--- src/rtl/bnn_pkg.sv ---
// rtl/bnn_pkg.sv - shared FSM state and mode encodings for the sequential binary FC layer
package bnn_pkg;

  typedef enum logic [1:0] {
    S_IDLE  = 2'd0,
    S_ACCUM = 2'd1,
    S_EVAL  = 2'd2,
    S_DONE  = 2'd3
  } state_e;

  localparam logic MODE_THR    = 1'b0;
  localparam logic MODE_ARGMAX = 1'b1;

endpackage

--- src/rtl/bnn_popcount.sv ---
// rtl/bnn_popcount.sv - combinational XNOR-popcount of two equal-width vectors
module bnn_popcount #(
  parameter  int WIDTH = 16,
  localparam int CNT_W = $clog2(WIDTH + 1)
) (
  input  logic [WIDTH-1:0] a,
  input  logic [WIDTH-1:0] b,
  output logic [CNT_W-1:0] cnt
);

  always_comb begin
    cnt = '0;
    for (int i = 0; i < WIDTH; i++) begin
      if (a[i] == b[i]) cnt = cnt + CNT_W'(1);
    end
  end

endmodule

--- src/rtl/bnn_seq_fc.sv ---
// rtl/bnn_seq_fc.sv - sequential binary fully-connected layer, one weight word per beat,
// producing either thresholded neuron outputs or the argmax neuron and its score
module bnn_seq_fc
  import bnn_pkg::*;
#(
  parameter  int IN_SIZE     = 128,
  parameter  int NUM_NEURONS = 10,
  parameter  int WORD_W      = 16,
  localparam int WPN         = IN_SIZE / WORD_W,
  localparam int CNT_W       = $clog2(IN_SIZE + 1),
  localparam int IDX_W       = $clog2(NUM_NEURONS)
) (
  input  logic                         clk,
  input  logic                         rst_n,
  input  logic                         start,
  input  logic                         mode,
  input  logic [IN_SIZE-1:0]           in_vec,
  input  logic [NUM_NEURONS*CNT_W-1:0] thr,
  input  logic                         w_valid,
  output logic                         w_ready,
  input  logic [WORD_W-1:0]            w_data,
  output logic                         busy,
  output logic                         done,
  output logic [NUM_NEURONS-1:0]       out_vec,
  output logic [IDX_W-1:0]             class_idx,
  output logic [CNT_W-1:0]             class_score
);

  localparam int WI_W = (WPN > 1) ? $clog2(WPN) : 1;
  localparam int PC_W = $clog2(WORD_W + 1);

  state_e                       state_q, state_d;
  logic                         mode_q, mode_d;
  logic [IN_SIZE-1:0]           in_vec_q, in_vec_d;
  logic [NUM_NEURONS*CNT_W-1:0] thr_q, thr_d;
  logic [CNT_W-1:0]             acc_q, acc_d;
  logic [WI_W-1:0]              word_idx_q, word_idx_d;
  logic [IDX_W-1:0]             neuron_idx_q, neuron_idx_d;
  logic [NUM_NEURONS-1:0]       out_vec_q, out_vec_d;
  logic [IDX_W-1:0]             class_idx_q, class_idx_d;
  logic [CNT_W-1:0]             class_score_q, class_score_d;

  logic [WORD_W-1:0] cur_word;
  logic [CNT_W-1:0]  cur_thr;
  logic [PC_W-1:0]   beat_pc;

  assign cur_word = in_vec_q[word_idx_q*WORD_W +: WORD_W];
  assign cur_thr  = thr_q[neuron_idx_q*CNT_W +: CNT_W];

  bnn_popcount #(.WIDTH(WORD_W)) u_popcount (
    .a   (w_data),
    .b   (cur_word),
    .cnt (beat_pc)
  );

  // Handshake and status decode straight from the state so reset clears them at once
  assign w_ready     = (state_q == S_ACCUM);
  assign busy        = (state_q != S_IDLE);
  assign done        = (state_q == S_DONE);
  assign out_vec     = out_vec_q;
  assign class_idx   = class_idx_q;
  assign class_score = class_score_q;

  always_comb begin
    state_d       = state_q;
    mode_d        = mode_q;
    in_vec_d      = in_vec_q;
    thr_d         = thr_q;
    acc_d         = acc_q;
    word_idx_d    = word_idx_q;
    neuron_idx_d  = neuron_idx_q;
    out_vec_d     = out_vec_q;
    class_idx_d   = class_idx_q;
    class_score_d = class_score_q;
    case (state_q)
      S_IDLE: begin
        if (start) begin
          mode_d        = mode;
          in_vec_d      = in_vec;
          thr_d         = thr;
          acc_d         = '0;
          word_idx_d    = '0;
          neuron_idx_d  = '0;
          out_vec_d     = '0;
          class_idx_d   = '0;
          class_score_d = '0;
          state_d       = S_ACCUM;
        end
      end
      S_ACCUM: begin
        if (w_valid) begin
          acc_d      = acc_q + CNT_W'(beat_pc);
          word_idx_d = word_idx_q + WI_W'(1);
          if (word_idx_q == WI_W'(WPN - 1)) state_d = S_EVAL;
        end
      end
      S_EVAL: begin
        if (mode_q == MODE_THR) begin
          out_vec_d[neuron_idx_q] = (acc_q >= cur_thr);
        end else if ((neuron_idx_q == '0) || (acc_q > class_score_q)) begin
          // Strict compare keeps the lowest index on ties
          class_score_d = acc_q;
          class_idx_d   = neuron_idx_q;
        end
        acc_d        = '0;
        word_idx_d   = '0;
        neuron_idx_d = neuron_idx_q + IDX_W'(1);
        state_d      = (neuron_idx_q == IDX_W'(NUM_NEURONS - 1)) ? S_DONE : S_ACCUM;
      end
      S_DONE:  state_d = S_IDLE;
      default: state_d = S_IDLE;
    endcase
  end

  always_ff @(posedge clk or negedge rst_n) begin
    if (!rst_n) begin
      state_q       <= S_IDLE;
      mode_q        <= MODE_THR;
      in_vec_q      <= '0;
      thr_q         <= '0;
      acc_q         <= '0;
      word_idx_q    <= '0;
      neuron_idx_q  <= '0;
      out_vec_q     <= '0;
      class_idx_q   <= '0;
      class_score_q <= '0;
    end else begin
      state_q       <= state_d;
      mode_q        <= mode_d;
      in_vec_q      <= in_vec_d;
      thr_q         <= thr_d;
      acc_q         <= acc_d;
      word_idx_q    <= word_idx_d;
      neuron_idx_q  <= neuron_idx_d;
      out_vec_q     <= out_vec_d;
      class_idx_q   <= class_idx_d;
      class_score_q <= class_score_d;
    end
  end

endmodule

--- config.mk ---
export PLATFORM = sky130hd
export DESIGN_NAME = bnn_seq_fc
export DESIGN_NICKNAME = d
export VERILOG_FILES = /design/src/rtl/bnn_pkg.sv /design/src/rtl/bnn_popcount.sv /design/src/rtl/bnn_seq_fc.sv
export SDC_FILE = /design/constraint.sdc
export NUM_CORES = 1
export LEC_CHECK = 0
export BUFFER_PORTS_ARGS = -buffer_cell sky130_fd_sc_hd__buf_2
export CAP_MARGIN = 20
export CORE_MARGIN = 5
export CORE_UTILIZATION = 61
export DETAILED_ROUTE_END_ITERATION = 10
export GPL_TIMING_DRIVEN = 0
export PLACE_DENSITY_LB_ADDON = 0.12
export SYNTH_ARGS = -nofsm -noshare
export SYNTH_HDL_FRONTEND = slang
export SYNTH_SLANG_ARGS = --single-unit
--- constraint.sdc ---
create_clock -name clk -period 29.8 [get_ports clk]
set_clock_uncertainty 0.2 [all_clocks]
set_input_delay 1.49 -clock clk [delete_from_list [all_inputs] [get_ports clk]]
set_output_delay 1.49 -clock clk [all_outputs]
set_load 0.01 [all_outputs]
==> results_dict.tcl <==
set metrics [dict create \
    drive_above_1_share 0.3999 \
    syn_to_final_growth_pct 18.91 \
    synth_nets 1441 \
    die_area_um2 26520 \
    cts_setup_buffers 0 \
    r2r_setup_slack_ns 17.87 \
    synth-seq-cells 248 \
    setup_viol 0 \
    required_ns 30.01 \
    antenna_found_initial 24 \
    rows 56 \
    grt_max_degree 112 \
    start_kind "register" \
    ioPinCount 254 \
    ff_latch_area_um2 6206 \
    cts_made_buffers 26 \
    coreArea_um2 23260 \
    syn-mean-instance-area_um2 12.18 \
    slew_headroom 0.3569 \
    cp_max_fo 10 \
    n_fill_cell 1684 \
    tns_ns 0 \
    nets 1724 \
    synthArstFlopShare 1.000 \
    whs_ns 0.2989 \
    tightest_slew_ns 0.9646 \
    overflow 0 \
    postCtsHoldBufs 0 \
    synth.distinct_cells 98 \
    route.detailed.drc 0 \
    synth_top_flop_cell "dfrtp_1" \
    die_x_um 162.8 \
    vias 10660 \
    clkTransAtPathRegs_ns 0.06 \
    cts.path.max_buffers 3 \
    cp-end-kind "register" \
    max_freq_mhz 83.83 \
    cts_tree "yes" \
    status "complete, no violations" \
    ys_seq_area_frac 0.4355 \
    slowest_delay_ns 0.63 \
    min_period_over_period 0.4003 \
    initialDrtViolationCount 619 \
    ant_nets 0 \
    clk_latency_ns 0.55 \
    ctsResizeCount 0 \
    maxCapViolCount 0 \
    hold_class "reg -> reg" \
    via_per_inst 5.898 \
    fin_util 0.7284 \
    worstPathArrival_ns 12.14 \
    synth_warnings 0 \
    synth_edf_count 0 \
    die_height_um 162.8 \
    maxSlewViolCount 0 \
    h-tree-depth 1 \
    cpMaxStageDelayCell "mux4_2" \
    ctsRootBufferMaster "clkbuf_16" \
    grt_util_all_layers 0.2851 \
    min_period_ns 11.93 \
    grt_pass1_wl_mm 59.26 \
    syn_inst 1170 \
    rsz0062_at_grt "no" \
    finalHoldViolCount 0 \
    path_class "reg -> reg" \
    multi_input_area_um2 7636 \
    clkSinkCount 248 \
    gp_congestion 0.8938 \
    synth_area_um2 14250 \
    path_common_cell "ha_1" \
    place_hpwl_mm 28.49 \
    io_buffer_count 253 \
    dr.pass1.iters 4 \
    grt_pass1_vias 10840 \
    initial_core_util 0.6125 \
    wl_per_cell_um 20.83 \
    postRouteWirelength_mm 37.65 \
]
## critical path, delay by kind of cell (launching register included)
| family | cells | cell delay, ns |
|---|---|---|
| flops | 1 | 0.48 |
| xor+xnor | 6 | 1.03 |
| fa+ha+maj | 9 | 2.52 |
| simple gates | 13 | 1.66 |
| compound gates | 18 | 3.74 |
| mux | 2 | 0.75 |
| buf+inv | 9 | 1.39 |
## cell families (layout without fill, tap and decap cells)
group / count (synthesis) / in the layout / share of synthesized area
AO/OA/AOI/OAI: 179 / 179 / 0.09229
XOR/XNOR: 77 / 77 / 0.05646
adder cells (fa/ha/maj): 45 / 45 / 0.03952
buffers and inverters: 89 / 392 / 0.02854
flip-flops: 248 / 248 / 0.4355
multiplexers: 306 / 306 / 0.2659
other: 0 / 16 / 0
AND/OR/NAND/NOR: 226 / 226 / 0.08175
## cells in the final DEF, fill, tap and decap left out, drive strengths merged, types with 4 or more instances in the layout
cell	instances
mux2i	59
clkbuf	84
buf	268
a21boi	7
xor2	29
a21o	4
nand4	12
a211oi	4
nand2b	11
nand2	58
nor2b	15
dfrtp	248
a31oi	5
a21oi	34
a22o	8
and3b	5
mux4	37
xnor3	4
o22ai	4
o21ai	47
nand3	22
mux2	210
nor4	6
xnor2	43
inv	34
nor2	48
o22a	7
o2111ai	5
a2111oi	5
nor3	13
and3	5
diode	16
and2	13
ha	41
a22oi	7
clkinv	4
or3	4
## worst paths after layout
check / depth (start not counted) / endpoint / from
worst max-delay path: 57 / acc_q[7] / word_idx_q[1]
worst min-delay path: 1 / out_vec[8] / out_vec[8]
worst max register to register: 57 / acc_q[7] / word_idx_q[1]
worst min register to register: 1 / out_vec[8] / out_vec[8]
max in group asynchronous: 3 / in_vec_q[67] / rst_n
min in group asynchronous: 1 / thr_q[54] / rst_n
## cells in the mapped netlist, types with 7 or more instances
cell type | count | area share
a21oi_1 | 33 | 0.012
a22o_1 | 8 | 0.0049
and2_1 | 12 | 0.0053
clkbuf_1 | 41 | 0.011
dfrtp_1 | 248 | 0.44
ha_1 | 41 | 0.036
inv_1 | 31 | 0.0082
mux2_2 | 210 | 0.17
mux2i_1 | 59 | 0.041
mux4_2 | 37 | 0.058
nand2_1 | 58 | 0.015
nand2b_1 | 10 | 0.0044
nand3_1 | 22 | 0.0077
nand4_1 | 12 | 0.0053
nor2_1 | 46 | 0.012
nor2b_1 | 15 | 0.0066
nor3_1 | 12 | 0.0042
o21ai_0 | 46 | 0.016
o22a_1 | 7 | 0.0043
xnor2_1 | 40 | 0.025
xor2_1 | 27 | 0.017
## area by class of cell
| cell class | instances | area share |
|---|---|---|
| sequential | 248 | 0.3663 |
| timing repair buffer | 255 | 0.07857 |
| clock inverter | 5 | 0.005908 |
| clock buffer | 43 | 0.04866 |
| multi-input combinational | 833 | 0.4507 |
| inverter | 35 | 0.007754 |
| antenna | 16 | 0.002363 |
| buffer | 54 | 0.01625 |
| tap | 319 | 0.02356 |
## state kept, by name, summed over array words and instances (netlist names)
signal,count
state_q,2
out_vec,10
class_idx,4
acc_q,8
neuron_idx_q,4
word_idx_q,3
mode_q,1
thr_q,80
in_vec_q,128
class_score,8
## routing by layer
layer  share of wire  vias to the layer above  track usage
met5          0.0038                        -            0
li1                -                     4916            -
met4           0.026                       24      0.07777
met3           0.072                       78      0.07542
met1            0.41                     5290       0.3838
met2            0.48                      356       0.4632
## stage by stage
stage / instance area, um^2 / std cells / setup slack, ns
floorplan: 14250 / 1170 / 19.35
global placement: 15910 / 1742 / 18.14
detailed placement: 15980 / 1744 / 17.95
CTS: 16900 / 1792 / 17.94
global route: 16930 / 1803 / 16.82
finish: 16940 / 1808 / 17.87
Power is left out: the tool's default activity adds up to more than one toggle a clock period on the data nets, which glitch-free logic cannot reach.
